===== config.mk =====
export PLATFORM = sky130hd
export DESIGN_NAME = led_sat_counter
export DESIGN_NICKNAME = d
export VERILOG_FILES = /design/src/rtl/led_sat_counter.sv
export SDC_FILE = /design/constraint.sdc
export NUM_CORES = 1
export LEC_CHECK = 0
export ABC_CLOCK_PERIOD_IN_PS = 2200
export CORE_MARGIN = 4
export CORE_UTILIZATION = 40
export DETAILED_ROUTE_END_ITERATION = 10
export PLACE_DENSITY_LB_ADDON = 0.05
export SLEW_MARGIN = 5
export SYNTH_ARGS = -nofsm -noshare
export SYNTH_HDL_FRONTEND = slang
export SYNTH_SLANG_ARGS = --single-unit

===== constraint.sdc =====
create_clock -name clk -period 2.2 [get_ports clk]
set_input_delay 0.44 -clock clk [delete_from_list [all_inputs] [get_ports clk]]
set_output_delay 0.44 -clock clk [all_outputs]
set_load 0.03 [all_outputs]

===== src/rtl/led_sat_counter.sv =====
// led_sat_counter: W-bit up counter that sticks at all-ones.
//   clk   - clock
//   rst   - asynchronous active-high reset (count -> 0)
//   clr   - synchronous clear; an increment on the same edge leaves count = 1
//   inc   - increment request
//   count - registered count value
module led_sat_counter #(
  parameter int W = 16
) (
  input  logic         clk,
  input  logic         rst,
  input  logic         clr,
  input  logic         inc,
  output logic [W-1:0] count
);

  logic [W-1:0] count_r;

  // Count register: clear first, then apply the increment, holding at all-ones.
  always_ff @(posedge clk or posedge rst) begin
    if (rst) begin
      count_r <= {W{1'b0}};
    end else if (clr) begin
      count_r <= inc ? W'(1'b1) : {W{1'b0}};
    end else if (inc && (count_r != {W{1'b1}})) begin
      count_r <= count_r + W'(1'b1);
    end else begin
      count_r <= count_r;
    end
  end

  assign count = count_r;

endmodule


==> out/results.txt <==
Entering global routing, the biggest net connects 17 pins. The count of endpoints failing hold in the final timing report is 0, and the count of flip-flops with a built-in enable after synthesis is 0. The number of nets in the final layout is 126. For the total global routing track utilization, the log shows 14.6%.

Global routing finished with a remaining overflow of 0. The total stage count of the critical path is 1. The number of cells on the worst reg-to-reg path is 5.

Leading register cell type out of synthesis: sky130_fd_sc_hd__dfrtp_1. The logs give 0.00221 mm^2 for the core area and 41.8% for the initial core utilization. For the count of max-cap constraint violations, the log shows 0. At the end of the flow the core is filled with cells to 53.7%.

The run gives 1.76 ns as the required arrival time at the worst endpoint. The vias per cell was 5.87. 0 antenna diodes ended up in the layout. In this run the count of I/O pins placed on the die edge is 20. Synthesis inferred 16 register bits. The final number of setup-violating endpoints was 0; the logic gate share of total power was 12.4%. The maximum VDD drop came out at 365 uV. The worst setup path is launched from a register. The number of gates resized after CTS was 0. The logs give 0.00314 mm^2 for the overall die area and 390 uW for the internal power summed over all cells. The die is 56.1 um wide. At the later pin of the worst-skew pair, clock insertion delay measures 0.29 ns.

The die is 56.1 um tall. The detailed router placed 863 vias in this run. Part of the Yosys area used for sequential elements: 43.3%.

The run gives 3 as the number of buffers created by CTS. In this run the core area contains 17 standard-cell rows. The path class of the lowest-slack min-delay path is input pin to async pin. For this design the static power due to leakage is 0.000447 uW.

The maximum net fanout on the critical path works out to 6. sky130_fd_sc_hd__dfrtp_1 takes more of the synthesized area than any other cell. The flip-flop count of the largest register after layout came out at 16. The tools report the combined area of all synthesized cells as 925 um^2.

For the via count of the first global-routing pass, the log shows 848. Timing analysis after detailed placement gives a worst setup slack of 0.245 ns. The number of nets in the synthesized netlist is 101. Net switching is 26.3% of the power. The initial antenna violation count came out at 0.

On the final layout, the worst clock skew is 0.0105 ns. The share of total power dissipated in the clock network is 29.7%. Setup repair after global routing left no endpoint under its margin. Summed over all nets, the half-perimeter wirelength after detailed placement is 1650 um. The critical setup path kind was register to primary output. The netlist uses 31 different library cells.

In the post-route analysis, the smallest setup slack over all paths is 0.243 ns. The first detailed-routing pass ran for 4 iterations. The minimum clock period was 1.96 ns. The run finished with clean final reports.

In the final routed layout, each cell accounts on average for 14.9 um. The buffers plus inverters on the worst setup path was 1. The clock slew at the register clock pins of the worst setup and hold paths is 0.10 ns.

TritonCTS built the clock tree. The first global-routing pass estimated 3710 um of wire. The yosys synthesis warning count is 0, and the share of synthesized registers carrying an async set or reset is 100%.

The count of nets left with antenna violations once routing finished came out at 0. STA classifies the critical path endpoint as a primary output. The signal on the critical path passes through clkdlybuf4s50_1. The power density relative to cell area was 446 mW/mm^2. Input and output buffers added on the ports amount to 19. The number of instances in the synthesized netlist is 96, and the max-slew violation count is 0. In the layout the commonest cells are 19 x sky130_fd_sc_hd__clkdlybuf4s50_1, 16 x sky130_fd_sc_hd__dfrtp_1, 11 x sky130_fd_sc_hd__a21oi_1. At the pin with the least slew margin, the transition time is 0.623 ns. The congestion estimate from routability-driven global placement came to 0.780. The slowest stage of the critical path belongs to the cell sky130_fd_sc_hd__clkdlybuf4s50_1.

For this design, the CTS-stage hold fixing added 0 buffers. The first-iteration detailed-routing DRC count came out at 14. In the final layout, the share of cells above drive strength 1 is 10.1%. The power spent charging and discharging nets is 139 uW, and the DRC violation count after routing is 0. Relative to the synthesized area, the layout overhead comes to 28.4%.

The deepest level of the CTS H-tree was 1. The wire length after detailed routing was 2190 um. For this run, the top clock speed supported by timing is 511 MHz.

The logs give 0 for the buffers inserted during post-CTS setup optimization and 57.9% for the relative contribution of sequential cells to total power. The run gives 58.4% as the headroom to the max-slew limit. The library cell used most frequently in the layout, excluding fill and tap cells, is sky130_fd_sc_hd__clkdlybuf4s50_1.

The data arrival time of the worst path is 1.52 ns. The synthesized design devotes to its leading area cell type 43.3% of total area. The buffer cell driving the clock tree root is sky130_fd_sc_hd__clkbuf_4. The tree built by TritonCTS fans out to 16 sinks. No sink is reached through more buffers than the 2 on the longest clock path. Of the available clock period, the critical path in the final layout requires 89.0%.

For this run, the slowest stage of the critical path takes 0.72 ns. In the post-synthesis netlist, the biggest area contributors are sky130_fd_sc_hd__dfrtp_1 43%, sky130_fd_sc_hd__a21oi_1 6.0%, sky130_fd_sc_hd__o31ai_1 4.9%. Among cell families on the critical path, the largest total delay comes from buffers and inverters. Each instance of the synthesized netlist takes up on average 9.63 um^2.

In the final timing run, aggregate negative setup slack is 0 ns.
==> cell type report <==
type                    count  area [um^2]
fillers                   226         1020
multi-input cells          74          502
flip-flops and latches     16          400
repair buffers             22          213
well taps                  28         35.0
clock buffers               3         22.5
inverters                   4         15.0
==> cells in the mapped netlist, types with 2 or more instances <==
master,number
sky130_fd_sc_hd__and3_1,2
sky130_fd_sc_hd__nand2_1,8
sky130_fd_sc_hd__inv_1,4
sky130_fd_sc_hd__or3_1,5
sky130_fd_sc_hd__nor2_1,3
sky130_fd_sc_hd__and4_1,2
sky130_fd_sc_hd__o21ai_1,3
sky130_fd_sc_hd__or4_1,5
sky130_fd_sc_hd__o21ai_0,2
sky130_fd_sc_hd__nand4_1,5
sky130_fd_sc_hd__o31ai_1,6
sky130_fd_sc_hd__nor3_1,2
sky130_fd_sc_hd__nand3_1,4
sky130_fd_sc_hd__a211oi_1,2
sky130_fd_sc_hd__a21oi_1,11
sky130_fd_sc_hd__dfrtp_1,16
sky130_fd_sc_hd__and2_1,2
==> per-layer routing <==
layer  global-route usage [%]  vias up  routed length [um]
met2                     21.9       25                1020
met1                     19.7      414                1020
met5                        0        -                   0
met4                     4.41        0                  28
met3                     5.10        4                 114
li1                         -      420                   -
==> kinds of logic (layout without fill, tap and decap cells) <==
group | Yosys count | after routing | synth area share (%)
AO/OA/AOI/OAI | 27 | 27 | 20.7
AND/OR/NAND/NOR | 44 | 44 | 30.2
buffers and inverters | 6 | 29 | 2.43
multiplexers | 1 | 1 | 1.08
flip-flops | 16 | 16 | 43.3
XOR/XNOR | 1 | 1 | 0.947
adder cells (fa/ha/maj) | 1 | 1 | 1.35
==> path summary, 6_finish.rpt <==
kind                                   endpoint                  from  slack [ns]
setup / recovery                       count[7]  count[7]$_DFFE_PP0P_        0.24
hold / removal             count[4]$_DFFE_PP0P_                   rst        0.51
setup reg to reg           count[1]$_DFFE_PP0P_  count[0]$_DFFE_PP0P_        0.34
hold reg to reg            count[0]$_DFFE_PP0P_  count[0]$_DFFE_PP0P_        0.57
max in group asynchronous  count[2]$_DFFE_PP0P_                   rst        1.27
min in group clk           count[0]$_DFFE_PP0P_  count[0]$_DFFE_PP0P_        0.57
==> through the flow <==
stage          cells  area [um^2]  hold WS (ns)  power (uW)
6_report         147         1190         0.510         529
5_1_grt          147         1190         0.587         557
4_1_cts          147         1190         0.545         535
3_5_place_dp     144         1160         0.551         378
3_3_place_gp     144         1160         0.549         377
2_1_floorplan     96          925         0.354         349
==> power groups by stage <==
stage                     registers, uW  clock network [uW]  logic (uW)
after floorplan                     322                   0        27.6
after global placement              311                   0        66.0
after global routing                308                 177        72.0
after detailed placement            312                   0        66.7
final                               306                 157        65.8
after CTS                           306                 162        67.0
Power figures use the tool's default switching activity.
